### src/rtl/block_code_rx.sv
// Receive-side checker/decoder for the {data, ~data} 16-bit complement block code.
// Forwards the data byte with error flag/mask, tracks link lock and a saturating error count.
module block_code_rx #(
  parameter int ERR_CNT_W = 16,
  parameter int LOCK_GOOD = 4,
  parameter int LOSS_BAD  = 3
) (
  input  logic                 clk,
  input  logic                 rst_n,
  input  logic                 cw_valid,
  output logic                 cw_ready,
  input  logic [15:0]          cw_data,
  output logic                 out_valid,
  input  logic                 out_ready,
  output logic [7:0]           out_data,
  output logic                 out_err,
  output logic [7:0]           out_errmask,
  output logic                 locked,
  output logic [ERR_CNT_W-1:0] err_count,
  input  logic                 err_clr
);

  localparam int RUN_MAX = (LOCK_GOOD > LOSS_BAD) ? LOCK_GOOD : LOSS_BAD;
  localparam int RUN_W   = $clog2(RUN_MAX + 1);
  localparam logic [RUN_W-1:0] GOOD_LAST = RUN_W'(LOCK_GOOD - 1);
  localparam logic [RUN_W-1:0] BAD_LAST  = RUN_W'(LOSS_BAD - 1);

  typedef enum logic {SEARCH, LOCKED} state_t;

  state_t           state, state_nxt;
  logic [RUN_W-1:0] good_run, good_run_nxt;
  logic [RUN_W-1:0] bad_run, bad_run_nxt;
  logic             accept;
  logic [7:0]       mask;
  logic             word_err;

  // The single output slot can be refilled on the same edge it is drained.
  assign cw_ready = ~out_valid | out_ready;
  assign accept   = cw_valid & cw_ready;
  assign mask     = cw_data[15:8] ^ ~cw_data[7:0];
  assign word_err = |mask;
  assign locked   = (state == LOCKED);

  // NOTE: sequential state uses non-blocking assignments so every register
  // samples pre-edge values regardless of statement order.
  always_ff @(posedge clk) begin
    if (!rst_n) begin
      out_valid   <= 1'b0;
      out_data    <= '0;
      out_err     <= 1'b0;
      out_errmask <= '0;
    end else if (accept) begin
      out_valid   <= 1'b1;
      out_data    <= cw_data[15:8];
      out_err     <= word_err;
      out_errmask <= mask;
    end else if (out_ready) begin
      out_valid   <= 1'b0;
    end
  end

  always_ff @(posedge clk) begin
    if (!rst_n) begin
      state    <= SEARCH;
      good_run <= '0;
      bad_run  <= '0;
    end else begin
      state    <= state_nxt;
      good_run <= good_run_nxt;
      bad_run  <= bad_run_nxt;
    end
  end

  // NOTE: every output of this block is defaulted first so no path leaves a
  // signal unassigned, which would otherwise infer a latch.
  always_comb begin
    state_nxt    = state;
    good_run_nxt = good_run;
    bad_run_nxt  = bad_run;
    if (accept) begin
      unique case (state)
        SEARCH: begin
          if (word_err) begin
            good_run_nxt = '0;
          end else if (good_run >= GOOD_LAST) begin
            state_nxt    = LOCKED;
            good_run_nxt = '0;
            bad_run_nxt  = '0;
          end else begin
            good_run_nxt = good_run + 1'b1;
            bad_run_nxt  = '0;
          end
        end
        LOCKED: begin
          if (!word_err) begin
            bad_run_nxt = '0;
          end else if (bad_run >= BAD_LAST) begin
            state_nxt    = SEARCH;
            good_run_nxt = '0;
            bad_run_nxt  = '0;
          end else begin
            bad_run_nxt = bad_run + 1'b1;
          end
        end
        default: state_nxt = SEARCH;
      endcase
    end
  end

  // Clear has priority over a simultaneous error increment.
  always_ff @(posedge clk) begin
    if (!rst_n || err_clr) begin
      err_count <= '0;
    end else if (accept && word_err && !(&err_count)) begin
      err_count <= err_count + 1'b1;
    end
  end

endmodule

### config.mk
export PLATFORM = sky130hd
export DESIGN_NAME = block_code_rx
export DESIGN_NICKNAME = d
export VERILOG_FILES = /design/src/rtl/block_code_rx.sv
export SDC_FILE = /design/constraint.sdc
export NUM_CORES = 1
export LEC_CHECK = 0
export ABC_AREA = 1
export CAP_MARGIN = 20
export CORE_ASPECT_RATIO = 2
export CORE_MARGIN = 2
export CORE_UTILIZATION = 48
export DETAILED_ROUTE_END_ITERATION = 10
export PLACE_DENSITY_LB_ADDON = 0.05
export SYNTH_ARGS = -nofsm -noshare
export SYNTH_HDL_FRONTEND = slang
export SYNTH_SLANG_ARGS = --single-unit
### constraint.sdc
create_clock -name clk -period 2.1 [get_ports clk]
set_input_delay 0.42 -clock clk [delete_from_list [all_inputs] [get_ports clk]]
set_output_delay 0.42 -clock clk [all_outputs]
set_load 0.02 [all_outputs]
==> impl_metrics.json, run 1 <==
{
  "num-fill-cells": 409,
  "drive_gt1_share_pct": 8.18,
  "hold_class": "register to register",
  "yosysSeqAreaShare_pct": 38.3,
  "critPathMaxStageDelay_ns": 0.61,
  "wl_per_cell_um": 12.0,
  "multi_input_area_um2": 1130,
  "ys_ff_latch": 41,
  "critical-path-slowest-cell": "clkdlybuf4s50_1",
  "netSwitchingFraction_pct": 24.3,
  "grt_pass1_vias": 2141,
  "cp_top_family": "buffers and inverters",
  "drc_errors": 0,
  "grt_overflow": 0,
  "dieArea_um2": 5050,
  "vias": 2195,
  "cts_buffers": 5,
  "whs_ns": 0.493,
  "hold_depth": 2,
  "syn_inst": 317,
  "clock_latency_ns": 0.30,
  "drv_slew": 0,
  "path_cells": "clkdlybuf4s50_1 > inv_1 > nand2_1 > clkdlybuf4s50_1",
  "yosysMostFrequentCell": "nand2_1",
  "ff_latch_area_um2": 821,
  "internal_power_w": 0.00141,
  "synthArstFlopShare_pct": 0,
  "hold_viol_final": 0,
  "max-vdd-ir-drop_mv": 0.676,
  "synth_flop_cell": "dfxtp_1",
  "die_h_um": 98.5,
  "powerDensity_nw_per_um2": 638,
  "syn_nets": 342,
  "setup_tns_ns": 0,
  "cts_hold_buf": 0,
  "synth_edf_count": 0,
  "finalCritPeriodShare_pct": 96.3,
  "synth_commonest_cells": "nand2_1, dfxtp_1, nor2_1, inv_1, a21oi_1",
  "antenna_found_initial": 0,
  "clkPwrFrac_pct": 40.4,
  "p_leak_nw": 1.21,
  "start_util_pct": 49.4,
  "antenna_cells": 0,
  "cp.required_ns": 1.68,
  "crit_type": "primary input to primary output",
  "combPwrFrac_pct": 15.0,
  "cts-resized-gates": 0,
  "rsz0062_at_grt": "false",
  "clock.fmax_mhz": 495,
  "tightest_slew_ns": 0.335,
  "min_period_ns": 2.02,
  "port_buffers": 56,
  "area_delta_synth_final_pct": 36.2,
  "design.core.area_um2": 4340,
  "clkTransAtPathRegs_ns": 0.08,
  "cts_sinks": 41,
  "crit_top_cell": "clkdlybuf4s50_1",
  "ys_types": 23,
  "r2r_setup_slack_ns": 0.40,
  "cts_max_level": 2,
  "end_kind": "primary output",
  "postCtsSetupBuffers": 0,
  "crit_buf_inv": 3,
  "dpl.hpwl_mm": 3.92,
  "crit_path_max_fanout": 3,
  "synth.area.top_cells": "dfxtp_1, nand2_1, a21oi_1",
  "cp-start-kind": "primary input",
  "firstDrtPassIters": 4,
  "num-nets-final": 403,
  "synth_warnings": 0,
  "cts_tree": "built",
  "synth_top_area_cell": "dfxtp_1",
  "routed_wl_mm": 5.21,
  "fin_area_um2": 2920,
  "netlist_area_um2": 2140,
  "drtIter0Drc": 35,
  "fin_skew_ns": 0.0132,
  "grt_max_degree": 33,
  "ant_nets": 0,
  "setup-violations-final": 0,
  "critical_path_depth": 4,
  "gp_congestion": 0.823,
  "ioPinCount": 57,
  "grt_first_pass_wirelength_mm": 9.10,
  "ff2ff_path_depth": 7,
  "synth_top_area_share_pct": 38.3,
  "die_w_um": 51.3,
  "max_slew_margin_pct": 77.7,
  "cts_buffer_depth": 2,
  "row_count": 34,
  "cts_root_buf": "clkbuf_8",
  "viasPerCell": 5.07,
  "status": "complete, no violations",
  "placed_cells": 425,
  "fin_cells": 433,
  "p_sw_w": 0.000452,
  "p_seq_share_pct": 44.5,
  "syn_area_per_cell_um2": 6.76,
  "placed_area_um2": 2790,
  "track_usage_pct": 22.9,
  "cap_viol_max_count": 0,
  "cp.arrival_ns": 1.60
}
## sequential cells by signal (all words and copies together) (netlist names)
name,flops
err_count,16
out_valid,1
out_err,1
good_run,3
bad_run,3
locked,1
out_errmask,8
out_data,8
## routing by layer
metal	global-route usage, %	vias up	part of all wire, %
met1	23.2	996	38
met5	0	-	0
met2	44.2	45	56
li1	-	1144	-
met3	3.33	10	3.4
met4	9.51	0	2.0
## power groups by stage
stage	Sequential (W)	Combinational (W)	Clock [W]
final	0.000830	0.000280	0.000754
after global routing	0.000835	0.000310	0.000805
after CTS	0.000830	0.000282	0.000768
after detailed placement	0.000847	0.000280	0
after global placement	0.000847	0.000278	0
after floorplan	0.000883	0.000108	0
## cells by family (layout without fill, tap and decap cells)
family,Yosys count,in the layout,share of synthesized area [%]
AO/OA/AOI/OAI,58,58,14.6
flip-flops,41,41,38.3
XOR/XNOR,8,8,3.27
adder cells (fa/ha/maj),4,4,2.34
AND/OR/NAND/NOR,159,159,32.7
buffers and inverters,47,109,8.81
## metrics by stage
step | total power, W | utilization (%) | setup WS [ns]
global placement | 0.00112 | 64.2 | 0.0688
floorplan | 0.000991 | - | 0.460
finish | 0.00186 | 67.3 | 0.0779
detailed placement | 0.00113 | 64.2 | 0.0538
global route | 0.00195 | 67.3 | 0.0402
CTS | 0.00188 | 67.3 | 0.0698
## placed cells by master (no fill, tap or decap)
| cell | n |
|---|---|
| nand2_1 | 85 |
| nor2_1 | 36 |
| a21oi_1 | 32 |
| clkinv_2 | 1 |
| clkdlybuf4s50_1 | 56 |
| clkbuf_8 | 5 |
| inv_2 | 1 |
| nand4_1 | 10 |
| nand3_2 | 2 |
| buf_4 | 9 |
| nand4_4 | 1 |
| xor2_1 | 6 |
| ha_1 | 4 |
| nand3b_1 | 1 |
| a21oi_2 | 6 |
| xnor2_1 | 2 |
| dfxtp_1 | 41 |
| nor3_1 | 1 |
| bufinv_16 | 2 |
| nand3_1 | 19 |
| o21ai_0 | 20 |
| inv_1 | 35 |
| nor2_4 | 2 |
| nand2_2 | 1 |
| nor2_2 | 1 |
## final cells by class
type / count / share of cell area (%)
Multi-Input combinational cell: 229 / 38.8
Sequential cell: 41 / 28.1
Timing Repair Buffer: 65 / 21.5
Inverter: 36 / 4.63
Clock buffer: 5 / 2.36
Tap cell: 54 / 2.31
Clock inverter: 3 / 2.23
## tightest hold or removal path: stages (launching register included)
cell     delay [ns]
dfxtp_1        0.33
nand2_1        0.06
a21oi_1        0.06
## final timing paths
path / startpoint / to
max reg2reg: err_count[0]$_SDFFE_PP0P_ / err_count[14]$_SDFFE_PP0P_
max: out_ready / cw_ready
min reg2reg: good_run[1]$_SDFFE_PN0P_ / good_run[1]$_SDFFE_PN0P_
min: good_run[1]$_SDFFE_PN0P_ / good_run[1]$_SDFFE_PN0P_
(Power assumes the default switching activity.)
==> inputs of run 2 (changes only) <==
- GPL_ROUTABILITY_DRIVEN: not set -> 1
==> results of run 2 <==
Same layout as run 1: the final DEF is identical, and so are final timing and power.
==> inputs of run 3 (changes only) <==
- HOLD_SLACK_MARGIN: not set -> 0.06
==> results of run 3 <==
Same layout as run 1: the final DEF is identical, and so are final timing and power.
